--- src/rtl/norm_exp_adjust.sv ---
// norm_exp_adjust: post-add/subtract normaliser for a floating-point datapath.
// Shifts the mantissa until the hidden bit is set, adjusting the exponent.
//
// Ports:
//   clk              rising-edge clock
//   rst              synchronous active-low reset
//   start_i          request; accepted only while ready_o is high
//   Exp_i [EW-1:0]   biased exponent from the exponent path
//   Mant_i[SW-1:0]   unnormalised mantissa (bit SW-1 carry, bit SW-2 hidden)
//   ready_o          idle and able to accept start_i
//   done_o           one-cycle pulse, results valid
//   Exp_o, Mant_o    adjusted exponent / normalised mantissa (registered)
//   Overflow_flag_o, Underflow_flag_o, Zero_flag_o  result status
module norm_exp_adjust #(
    parameter int EW = 8,
    parameter int SW = 25
) (
    input  logic          clk,
    input  logic          rst,
    input  logic          start_i,
    input  logic [EW-1:0] Exp_i,
    input  logic [SW-1:0] Mant_i,
    output logic          ready_o,
    output logic          done_o,
    output logic [EW-1:0] Exp_o,
    output logic [SW-1:0] Mant_o,
    output logic          Overflow_flag_o,
    output logic          Underflow_flag_o,
    output logic          Zero_flag_o
);

    typedef enum logic [2:0] {
        IDLE,
        CHECK,
        SHIFT_R,
        SHIFT_L,
        DONE
    } state_t;

    localparam logic [EW-1:0] EXP_MAX = '1;
    localparam logic [EW-1:0] EXP_TOP = EXP_MAX - EW'(1);

    state_t        state, state_d;
    logic [EW-1:0] exp_q, exp_d;
    logic [SW-1:0] mant_q, mant_d;
    logic          ovf_q, ovf_d;
    logic          unf_q, unf_d;
    logic          zf_q, zf_d;

    always_ff @(posedge clk) begin
        if (!rst) begin
            state            <= IDLE;
            exp_q            <= '0;
            mant_q           <= '0;
            ovf_q            <= 1'b0;
            unf_q            <= 1'b0;
            zf_q             <= 1'b0;
            Exp_o            <= '0;
            Mant_o           <= '0;
            Overflow_flag_o  <= 1'b0;
            Underflow_flag_o <= 1'b0;
            Zero_flag_o      <= 1'b0;
        end else begin
            state  <= state_d;
            exp_q  <= exp_d;
            mant_q <= mant_d;
            ovf_q  <= ovf_d;
            unf_q  <= unf_d;
            zf_q   <= zf_d;
            // Result registers load on entry to DONE so they are valid
            // alongside done_o and hold until the next result.
            if (state_d == DONE) begin
                Exp_o            <= exp_d;
                Mant_o           <= mant_d;
                Overflow_flag_o  <= ovf_d;
                Underflow_flag_o <= unf_d;
                Zero_flag_o      <= zf_d;
            end
        end
    end

    always_comb begin
        state_d = state;
        exp_d   = exp_q;
        mant_d  = mant_q;
        ovf_d   = ovf_q;
        unf_d   = unf_q;
        zf_d    = zf_q;
        unique case (state)
            IDLE: begin
                if (start_i) begin
                    exp_d   = Exp_i;
                    mant_d  = Mant_i;
                    ovf_d   = 1'b0;
                    unf_d   = 1'b0;
                    zf_d    = 1'b0;
                    state_d = CHECK;
                end
            end
            CHECK: begin
                if (mant_q == '0) begin
                    exp_d   = '0;
                    zf_d    = 1'b1;
                    state_d = DONE;
                end else if (mant_q[SW-1]) begin
                    state_d = SHIFT_R;
                end else if (mant_q[SW-2]) begin
                    state_d = DONE;
                end else begin
                    state_d = SHIFT_L;
                end
            end
            SHIFT_R: begin
                // Bits shifted out are folded into bit 0 as a sticky bit.
                mant_d = {1'b0, mant_q[SW-1:2], mant_q[1] | mant_q[0]};
                // Saturate instead of wrapping if the exponent is already
                // at or one below all-ones.
                if (exp_q >= EXP_TOP) begin
                    exp_d = EXP_MAX;
                    ovf_d = 1'b1;
                end else begin
                    exp_d = exp_q + EW'(1);
                end
                state_d = DONE;
            end
            SHIFT_L: begin
                if (exp_q == '0) begin
                    unf_d   = 1'b1;
                    state_d = DONE;
                end else begin
                    mant_d = {mant_q[SW-2:0], 1'b0};
                    exp_d  = exp_q - EW'(1);
                    // Nonzero mantissa reaches the hidden bit within SW-2
                    // shifts, which bounds the loop.
                    if (mant_q[SW-3]) begin
                        state_d = DONE;
                    end
                end
            end
            DONE: begin
                state_d = IDLE;
            end
            default: begin
                state_d = IDLE;
            end
        endcase
    end

    assign ready_o = (state == IDLE);
    assign done_o  = (state == DONE);

endmodule

--- config.mk ---
export PLATFORM = sky130hd
export DESIGN_NAME = norm_exp_adjust
export DESIGN_NICKNAME = d
export VERILOG_FILES = /design/src/rtl/norm_exp_adjust.sv
export SDC_FILE = /design/constraint.sdc
export NUM_CORES = 1
export LEC_CHECK = 0
export BUFFER_PORTS_ARGS = -buffer_cell sky130_fd_sc_hd__buf_2
export CORE_MARGIN = 2
export CORE_UTILIZATION = 45
export CTS_CLUSTER_SIZE = 12
export DETAILED_ROUTE_END_ITERATION = 12
export PLACE_DENSITY = 0.69
export SKIP_LAST_GASP = 1
export SLEW_MARGIN = 20
export SYNTH_ARGS = -nofsm -noshare
export SYNTH_HDL_FRONTEND = slang
export SYNTH_SLANG_ARGS = --single-unit
--- constraint.sdc ---
create_clock -name clk -period 2 [get_ports clk]
set_input_delay 0.1 -clock clk [delete_from_list [all_inputs] [get_ports clk]]
set_output_delay 0.1 -clock clk [all_outputs]
set_load 0.1 [all_outputs]
* Word level (Yosys, flattened, before mapping)
Cells that the tools add are included.
Storage, ports and cells: bits in latches 0, bits of input ports 36, ROM bits 0, memories 0, RAM bits 0, register bits after elaboration 75, word-level logic and storage cells 47
Operators by class: $mul 0, $lt $le $gt $ge 1, reductions and logical operators 3, bitwise gates (word level) 1, div/mod/pow operators 0, equal/unequal tests 5, add/subtract/negate cells 2, mux-type cells 24, shift operators 0
Operators with widths (count):
- $pmux 25 s3 | 1
- $mux 25 | 2
- $mux 8 | 4
- $pmux 8 s4 | 1
- $logic_not 25->1 | 1
- $mux 3 | 6
- $pmux 3 s4 | 1
- $add 8x1->8 const B | 1
- $ge 8x8->1 const B | 1
- $logic_not 8->1 | 1
- $sub 8x1->8 const B | 1
- $eq 3x2->1 const B | 2
- $eq 3x3->1 const B | 2
- $mux 1 | 6
- $pmux 1 s2 | 3
- $eq 3x1->1 const B | 1
- $logic_not 3->1 | 1
- $or 1x1->1 | 1

* Longest topological paths before layout
depth in word-level cells 5, depth in mapped cells 8

* Worst setup path before layout
OpenSTA, ideal clock, no wires.
path type reg-to-reg, from register state[0], to register Exp_o[5], cell stages (with the launch flop) 7, data required time 1.929 ns, library setup time 0.071 ns, arrival 3.315 ns, slack -1.386 ns, path buffers 1, cells stage by stage dfxtp_1 > clkbuf_1 > nor3_1 > nand2_1 > a41oi_1 > a211oi_2 > a21oi_1
RTL lines:
- start, declared | RTL line 43 | state_t state, state_d;
- start signal, assigned | RTL line 64 | state <= state_d;
- $logic_not 3->1 *
- via ready_o | RTL line 23 | output logic ready_o,
- $pmux 3 s4 | RTL line 89 | unique case (state)
- $eq 3x3->1 | RTL line 72 | if (state_d == DONE) begin
- end signal, assigned | RTL line 73 | Exp_o <= exp_d;
- end, declared | RTL line 25 | output logic [EW-1:0] Exp_o,
Mark *: on every way through the listed nets, which the timed path passes. The rest lies on a longest branch. A chain may end at the register's enable or synchronous reset.

* Final worst setup path
from register mant_q[22], to register Exp_o[5]
On the way: word-level cells in the longest chain between the ends 4
Ends and longest elaborated chain:
- start, declared | RTL line 45 | logic [SW-1:0] mant_q, mant_d;
- start signal, assigned | RTL line 66 | mant_q <= mant_d;
- $logic_not 25->1 / $mux 3 (equally long branches) | RTL line 101, 135
- $mux 3 (on tied branches) | RTL line 101, 127
- $pmux 3 s4 | RTL line 89
- $eq 3x3->1 | RTL line 72
Several ways; a longest one is shown, not always the timed one.

==> metrics.cfg <==
[worst_hold_path]
min_path_cells = 3
min_from = Mant_i[24]
hold_class = in2reg

[pwr]
p_sw_mw = 3.59
peakVddDrop_v = 0.000663
combPwrFrac_pct = 54.1
p_sw_share_pct = 48.9
p_clk_share_pct = 19.1
seq_power_share_pct = 26.9
power_density_mw_per_mm2 = 1310
p_leak_nw = 2.21
p_total_mw = 7.35
intPower_mw = 3.75

[drt]
route.detailed.drc = 0
vias = 4348
ant_nets = 0
wl_um = 14100
dr.pass1.iters = 5
wl_per_cell_um = 19.8
via_per_inst = 6.09
drt_iter0_drc = 251

[yosys]
netlist_instances = 498
ys.flop_type = dfxtp_1
synth_area_mm2 = 0.00396
synth_area_leader_cell = dfxtp_1
yosys-top-cells-count = dfxtp_1, nor3_1, a21oi_1, nand2_1, clkbuf_1
synth-async-reset-ratio_pct = 0
synth_top_area_share_pct = 37.9
synthTopCellsByArea = dfxtp_1, nor3_1, a21oi_1
ys_warn_count = 0
syn_nets = 537
synth.most_common_cell = dfxtp_1
synth-seq-area-share_pct = 37.9
synth-edff-count = 0
syn_avg_cell_area_um2 = 7.96
yosysUniqueCellTypes = 62
ys_seq_elements = 75

[floorplan]
die_area_mm2 = 0.00958
dieWidth_um = 97.9
initial_core_util_pct = 45.9
io_pins = 74
design.core.area_mm2 = 0.00864
rows = 34
die_h_um = 97.9

[global_routing]
antenna_found_initial = 0
track_usage_pct = 28.7
overflow = 0
grt_pass1_wl_um = 22200
grt_pass1_vias = 4337
grt_max_degree = 33

[critical_path]
critPathLaunchType = flop
cp-startpoint = mant_q[22]
worst_r2r_endpoint = Exp_o[5]
path_class = reg2reg
r2r_setup_slack_ps = -30
r2r_start = mant_q[22]
worstPathArrival_ps = 2280
cp-end-kind = flop
rr_worst_depth = 6
crit_end = Exp_o[5]
required_ps = 2250
crit_fanout = 4

[run_status]
outcome = finished with violations
violations = setup timing

[timing]
finalSetupViolations = 2
rsz0062_at_grt = true
fmax_mhz = 494
fin_crit_sh_pct = 101
hold_viol = 0
relSlewSlack_pct = 61.8
skew_ps = 9.97
final_max_slew_viol_count = 0
worstMarginPinSlew_ps = 569
fin_ws_ps = -25.8
fin_crit_ps = 2030

[job]
cap_viol_max_count = 0

[clock_network]
clkLatencyLatePin_ps = 360
cts_tree = done
cts.clk_slew.worst_paths_ps = 90
cts_num_sinks = 75
cts_buffers = 9
max-clock-path-buffers = 2
hold_buffers = 0
htreeDepth = 3
root_buffer = clkbuf_8

[cells_and_area]
finalNetCount = 640
fin_cells = 714
diodes = 0
area_delta_synth_final_pct = 42.0
final_layout_size_suffix_gt1_share_pct = 38.8

[placement]
gp_congestion = 0.944
port_buffers = 73
hpwl_um = 9540
dp_cells = 693

routing by layer:
metal / routed length, um / GRT usage (%)
met1: 5710 / 36.0
met2: 7200 / 48.7
met3: 892 / 5.80
met4: 327 / 10.8
met5: 0 / 0
logic make-up (layout without fill, tap and decap cells):
kind of cell	count (synthesis)	after routing	share of synthesized area, %
simple gates	192	192	25.6
compound gates	146	146	26.4
buf+inv	76	184	7.73
flops	75	75	37.9
fa+ha+maj	3	3	0.947
xor+xnor	3	3	0.663
mux	3	3	0.821
layout make-up:
class,count,area [um2]
Clock buffer,10,138
Sequential cell,75,1510
Timing Repair Buffer,138,952
Fill cell,728,3010
Multi-Input combinational cell,347,2680
Tap cell,108,135
Clock inverter,6,96.3
Inverter,30,115
flip-flops by register name, summed over array words and instances, names as in the netlist, 3 cells and up:
signal / flops
Exp_o: 8
Mant_o: 25
exp_q: 8
mant_q: 25
state: 3
placed cells by master, fill, tap and decap left out, drive strengths merged, types with 5 or more instances in the layout:
master / Yosys / final
nand2: 40 / 40
clkbuf: 30 / 10
inv: 29 / 31
a22oi: 24 / 24
nand3: 7 / 7
o21ai: 10 / 10
dfxtp: 75 / 75
o221ai: 22 / 22
a211oi: 11 / 11
buf: 16 / 138
and2: 23 / 23
o31ai: 11 / 11
nor4: 5 / 5
nor2: 20 / 20
a21oi: 40 / 40
nor3: 63 / 63
worst min path at each step:
stage,end,slack [ps]
2_1_floorplan,zf_q,260
3_3_place_gp,Zero_flag_o,450
3_5_place_dp,mant_q[24],450
4_1_cts,mant_q[24],80
5_1_grt,mant_q[24],100
6_report,mant_q[24],90
worst max-delay path: stages, from the launching register on:
cell and delay (ps):
dfxtp_1 330, or4_4 570, nor4_4 300, a22oi_2 180
buf_6 190, a211oi_4 260, a21oi_1 100
per-stage QoR:
stage / hold slack (ps) / setup TNS, ps / area (um2) / worst slack [ps] / utilization, %
after floorplan: 257 / -11.2 / 4000 / -1.40 / -
after global placement: 449 / -957 / 4850 / -180 / 56.2
after detailed placement: 445 / -1350 / 4850 / -199 / 56.2
after CTS: 77.1 / -14.6 / 5190 / -8.15 / 60.1
after global routing: 99.2 / -1540 / 5630 / -107 / 65.2
final: 89.0 / -35.8 / 5630 / -25.8 / 65.2
what timing repair did:
item	4_1_cts	5_1_grt
resized for setup	25	73
setup buffers	0	3
endpoints found under the setup margin	28	64
cloned	1	1
pin swaps	8	18
power groups by stage:
stage,registers [mW],logic [mW],clock network [mW]
after floorplan,3.12,1.38,0
after global placement,1.97,3.41,0
after detailed placement,1.99,3.43,0
after CTS,1.96,3.56,1.42
after global routing,2.00,4.19,1.48
final,1.97,3.97,1.40
Note: power is estimated with default switching activity, not from simulation.
